==> src/rtl/div_ctrl_pkg.sv <==
// Shared types and constants for the clock-ratio divide controller.
package div_ctrl_pkg;

  localparam int unsigned DIV_WIDTH_DEFAULT = 8;

  typedef enum logic [1:0] {
    ST_IDLE = 2'd0,
    ST_RUN  = 2'd1,
    ST_DONE = 2'd2
  } state_e;

  typedef enum logic {
    MODE_ONESHOT  = 1'b0,
    MODE_PERIODIC = 1'b1
  } mode_e;

endpackage

==> src/rtl/div_ctrl_counter.sv <==
// Loadable down-counter that stops at zero; load takes priority over decrement.
module load_down_counter
  import div_ctrl_pkg::*;
#(
  parameter int unsigned WIDTH = DIV_WIDTH_DEFAULT
) (
  input  logic             clk_i,
  input  logic             rst_n_i,
  input  logic             load_i,
  input  logic [WIDTH-1:0] load_val_i,
  input  logic             en_i,
  output logic [WIDTH-1:0] cnt_o,
  output logic             zero_o
);

  logic [WIDTH-1:0] cnt_q, cnt_d;

  always_comb begin
    cnt_d = cnt_q;
    if (load_i) begin
      cnt_d = load_val_i;
    end else if (en_i && (cnt_q != '0)) begin
      cnt_d = cnt_q - WIDTH'(1);
    end
  end

  always_ff @(posedge clk_i) begin
    if (!rst_n_i) begin
      cnt_q <= '0;
    end else begin
      cnt_q <= cnt_d;
    end
  end

  assign cnt_o  = cnt_q;
  assign zero_o = (cnt_q == '0);

endmodule

==> src/rtl/div_ctrl.sv <==
// Divide-by-N run controller: one-shot or periodic tick generation with abort,
// period counting and rejection of a zero divide ratio.
module div_ctrl
  import div_ctrl_pkg::*;
#(
  parameter int unsigned WIDTH = DIV_WIDTH_DEFAULT
) (
  input  logic             clk_i,
  input  logic             rst_n_i,
  input  logic             start_i,
  input  logic             stop_i,
  input  logic             mode_i,
  input  logic [WIDTH-1:0] div_i,
  output logic             busy_o,
  output logic             tick_o,
  output logic             done_o,
  output logic             err_o,
  output logic [WIDTH-1:0] cnt_o,
  output logic [WIDTH-1:0] periods_o
);

  state_e           state_q, state_d;
  mode_e            mode_q, mode_d;
  logic [WIDTH-1:0] div_q, div_d;
  logic [WIDTH-1:0] periods_q, periods_d;
  logic             err_q, err_d;

  logic             accept_c;
  logic             cnt_zero_c;
  logic             cnt_load_c;
  logic             cnt_en_c;
  logic [WIDTH-1:0] cnt_load_val_c;

  assign accept_c = (state_q == ST_IDLE) && start_i && !stop_i && (div_i != '0);
  assign tick_o   = (state_q == ST_RUN) && cnt_zero_c && !stop_i;

  // Reload on acceptance, and on every tick while running periodically.
  assign cnt_load_c     = accept_c || (tick_o && (mode_q == MODE_PERIODIC));
  assign cnt_load_val_c = accept_c ? (div_i - WIDTH'(1)) : (div_q - WIDTH'(1));
  assign cnt_en_c       = (state_q == ST_RUN) && !stop_i;

  load_down_counter #(
    .WIDTH (WIDTH)
  ) u_cnt (
    .clk_i      (clk_i),
    .rst_n_i    (rst_n_i),
    .load_i     (cnt_load_c),
    .load_val_i (cnt_load_val_c),
    .en_i       (cnt_en_c),
    .cnt_o      (cnt_o),
    .zero_o     (cnt_zero_c)
  );

  // Next-state logic for the FSM, latched run parameters and period count.
  always_comb begin
    state_d   = state_q;
    mode_d    = mode_q;
    div_d     = div_q;
    periods_d = periods_q;
    err_d     = 1'b0;
    unique case (state_q)
      ST_IDLE: begin
        if (start_i && !stop_i) begin
          if (div_i != '0) begin
            state_d   = ST_RUN;
            div_d     = div_i;
            mode_d    = mode_e'(mode_i);
            periods_d = '0;
          end else begin
            err_d = 1'b1;
          end
        end
      end
      ST_RUN: begin
        if (stop_i) begin
          state_d = ST_IDLE;
        end else if (cnt_zero_c) begin
          periods_d = periods_q + WIDTH'(1);
          if (mode_q == MODE_ONESHOT) begin
            state_d = ST_DONE;
          end
        end
      end
      ST_DONE: begin
        state_d = ST_IDLE;
      end
      default: begin
        state_d = ST_IDLE;
      end
    endcase
  end

  always_ff @(posedge clk_i) begin
    if (!rst_n_i) begin
      state_q   <= ST_IDLE;
      mode_q    <= MODE_ONESHOT;
      div_q     <= '0;
      periods_q <= '0;
      err_q     <= 1'b0;
    end else begin
      state_q   <= state_d;
      mode_q    <= mode_d;
      div_q     <= div_d;
      periods_q <= periods_d;
      err_q     <= err_d;
    end
  end

  assign busy_o    = (state_q != ST_IDLE);
  assign done_o    = (state_q == ST_DONE) && !stop_i;
  assign err_o     = err_q;
  assign periods_o = periods_q;

endmodule

==> config.mk <==
export PLATFORM = sky130hd
export DESIGN_NAME = div_ctrl
export DESIGN_NICKNAME = d
export VERILOG_FILES = /design/src/rtl/div_ctrl_pkg.sv /design/src/rtl/div_ctrl_counter.sv /design/src/rtl/div_ctrl.sv
export SDC_FILE = /design/constraint.sdc
export NUM_CORES = 1
export LEC_CHECK = 0
export BUFFER_PORTS_ARGS = -buffer_cell sky130_fd_sc_hd__clkbuf_2
export CORE_MARGIN = 2
export CORE_UTILIZATION = 49
export CTS_BUF_LIST = sky130_fd_sc_hd__clkbuf_16
export CTS_CLUSTER_DIAMETER = 150
export DETAILED_ROUTE_END_ITERATION = 8
export GPL_ROUTABILITY_DRIVEN = 0
export PLACE_DENSITY_LB_ADDON = 0.12
export SETUP_SLACK_MARGIN = 0.5
export SYNTH_ARGS = -nofsm -noshare
export SYNTH_HDL_FRONTEND = slang
export SYNTH_HIERARCHICAL = 1
export SYNTH_SLANG_ARGS = --single-unit
==> constraint.sdc <==
create_clock -name clk_i -period 3.05 [get_ports clk_i]
set_input_delay 0.61 -clock clk_i [delete_from_list [all_inputs] [get_ports clk_i]]
set_output_delay 0.61 -clock clk_i [all_outputs]
set_load 0.02 [all_outputs]
==> impl_results.md <==
* Outcome: complete, no violations
* Crit-path cells: buf_6 > or4_4 > o31a_1 > mux2i_2 > ha_4 > nand2b_4 > or2_4 > o311ai_1 > a21oi_1 > o31ai_1 > and2_1
* CP max stage cell: or4_4
* Area leader, netlist: dfxtp_1
* Adder-Cell Fraction of Synth Area at 0.03082
* Required time worst endpoint at 3.25 ns
* Synth-to-layout area growth at 31.20%
* Tightest Pin Transition at 0.5286 ns
* FF-to-FF Start: state_q[1]$_SDFFE_PN0P_
* First-pass GRT wire length at between 6000 and 7000 µm
* Max incr delay on CP at 0.52 ns
* Synth top cells by count: dfxtp_1 (28), nand2_1 (18), nor2_1 (10), xnor2_1 (9), xor2_1 (9)
* Number of global-route vias before repair at 1368
* Vias per std cell at 5.549
* Area after DPL at 1933 µm²
* Final worst clock skew at 0.003369 ns
* Final Slew Violations at 0
* Max-cap violations at 0
* Startpoint Class: primary input
* Post-route minimum period at 2.812 ns
* Mux contribution to synthesized area at 0.03082
* Pin count of the biggest net entering global routing at 25
* Dominant synthesized flop cell: dfxtp_1
* I/O pin total at 33
* Static leakage at 0.0008811 µW
* Relative slew margins at 0.6464
* Total power at 954.0 µW
* Family with the most delay on the worst path: simple AND/OR/NAND/NOR gates
* Worst-path clk slew at 0.06 ns
* Vias at 1537
* Root buf cell: clkbuf_16
* Sequential Area at 560.5 µm²
* CTS Sinks at 28
* Overall global routing resource usage at 0.2102
* Worst EP arrival at 3.02 ns
* Post-Synthesis Cells at 185
* Simple-Gate Fraction of Synth Area at 0.2781
* Hold_buf cts at 0
* Pwr/cell area at 447.7 nW/µm²
* CP Capture Type: flip-flop
* Die ar. at 3791 µm²
* Hold slack at between 0.4 and 0.5 ns
* PortBufs at 32
* Endpoints failing hold at 0
* N_diodes at 0
* HP Class: flip-flop to flip-flop
* Xor and xnor area share after synthesis at 0.09707
* TritonCTS Buffers at 3
* Final HPWL DP at 2905 µm
* Non-Filler Instances at 277
* Main combinational cell family by area after synthesis: simple AND/OR/NAND/NOR gates
* Sequential fraction of the synthesis area at 0.3451
* Syn Std Cell Area at ~1600 µm²
* Top post-synthesis cells by area: dfxtp_1 (35%), xnor2_1 (4.9%), xor2_1 (4.9%)
* Final setup fails at 0
* DRC viols at 0
* Synth Area in Compound Gates at 0.1726
* Synth Net Count at 202
* Initial antenna violation count at 0
* CTS tree: yes
* DR iter-0 viols at 70
* Critical path class: primary input to flip-flop
* Total grt overflow at 0
* HP Start: mode_q$_SDFFE_PN0P_
* Launch point of the worst path: div_i[2]
* Routed WL at 3914 µm
* Synth unique cells at 49
* Inst Count DP at roughly 270
* Ys Warns at 6
* Clock Tree Buf Depth at 2
* Crit share post-route at 0.9220
* Post-synth top area share at 0.3451
* Layout Nets at 252
* Core area at 3103 µm²
* Syn_area_per_cell at 8.779 µm²
* Final instance area at 2131 µm²
* Layout cells sized above 1 at 0.3305
* Worst skew pair latency at 0.26 ns
* Most numerous cell in the Yosys netlist: dfxtp_1
* Die W at 61.57 µm
* Peak Freq at 355.6 MHz
* 1st-pass router iterations at 4
* EDFF count, synth at 0
* CP max FO at 5
* Initial Util at 0.5234
* Fraction of registers with async set/reset at 0
* Maximum vdd drop at 226.2 µV
* Final setup TNS at 0 ns
* Num rows at 20
* CTS H-tree depth at 1
* Number of synthesized register bits at 28
* Per-cell routed wire length at around 14 µm
* Area of the multi-input gates at 1087 µm²
* Layout filler cell count at 270
* Worst path bufs/invs at 1
* ANT nets after route at 0
* RSZ-0062 raised after global routing: yes
* DIE HEIGHT at 61.57 µm
## tightest hold or removal path, delay by kind of cell (launching register included)
family,cells,cell delay [ns]
DFF,1,0.33
and+or+nand+nor,1,0.06
AOI/OAI and AO/OA,1,0.05
## where the power goes
part | switching, µW | internal [µW]
clock | 113 | 174
sequential | 25.2 | 383
combinational | 133 | 125
total | 271 | 683
## routing by layer
| layer | vias up | track usage | part of all wire | wire length, µm |
|---|---|---|---|---|
| met5 | - | 0 | 0 | 0 |
| met4 | 0 | 0.07903 | 0.011 | 42 |
| met3 | 6 | 0.03361 | 0.034 | 133 |
| met2 | 31 | 0.3474 | 0.49 | 1927 |
| met1 | 731 | 0.2748 | 0.46 | 1811 |
| li1 | 769 | - | - | - |
## state kept, by name, indices dropped and copies added (netlist names)
register	flops
periods_o	8
u_cnt/cnt_o	8
mode_q	1
state_q	2
div_q	8
err_o	1
## kinds of logic after synthesis
group                      Yosys count
xor gates and xnor gates            18
AOI/OAI and AO/OA                   37
adders and majority gates            4
and+or+nand+nor                     78
muxes                                5
DFF                                 28
buffers and inverters               15
## path summary, 6_finish.rpt
check,to,slack [ns],cells past startpoint
min,mode_q$_SDFFE_PN0P_,0.48,2
min reg2reg,mode_q$_SDFFE_PN0P_,0.48,2
max reg2reg,u_cnt/cnt_o[4]$_SDFFE_PN0P_,0.45,10
max,u_cnt/cnt_o[4]$_SDFFE_PN0P_,0.24,11
## metrics by stage
stage               utilization  setup slack, ns
floorplan                     -           0.1189
global placement         0.6230          0.06125
detailed placement       0.6230         -0.05594
CTS                      0.6633           0.2824
global route             0.6867          0.09415
finish                   0.6867           0.2380
## timing repair
item                                    4_1_cts  5_1_grt
endpoints found under the setup margin        7        7
gates resized for setup                       3        9
pin swaps                                     2        8
setup buffers                                 4        4
## cell type report
cell class | count | area share
well taps | 44 | 0.02584
multi-input cells | 142 | 0.5103
flip-flops and latches | 28 | 0.2631
repair buffers | 53 | 0.1533
inverters | 7 | 0.01233
clock buffers | 3 | 0.03523
## cell usage in the layout (no fill, tap or decap), drive strengths merged, types with 2 or more instances in the layout
cell type | synthesis | final
o21ai | 9 | 9
nand3b | 2 | 2
clkbuf | 3 | 33
inv | 7 | 7
nor3 | 4 | 4
nor4 | 3 | 3
nor4bb | 2 | 2
or2 | 2 | 2
ha | 4 | 4
nand4 | 3 | 3
xnor2 | 9 | 9
nor2 | 10 | 10
or4 | 5 | 5
dfxtp | 28 | 28
a31oi | 2 | 2
a22oi | 3 | 3
a21oi | 5 | 5
or3 | 2 | 2
nand2 | 18 | 18
and2 | 3 | 3
nand3 | 6 | 6
nor2b | 5 | 5
nand2b | 2 | 2
o311ai | 2 | 2
o31ai | 4 | 4
buf | 5 | 23
mux2i | 5 | 5
nor3b | 5 | 5
a21boi | 6 | 6
xor2 | 9 | 9
(Power assumes the default switching activity.)
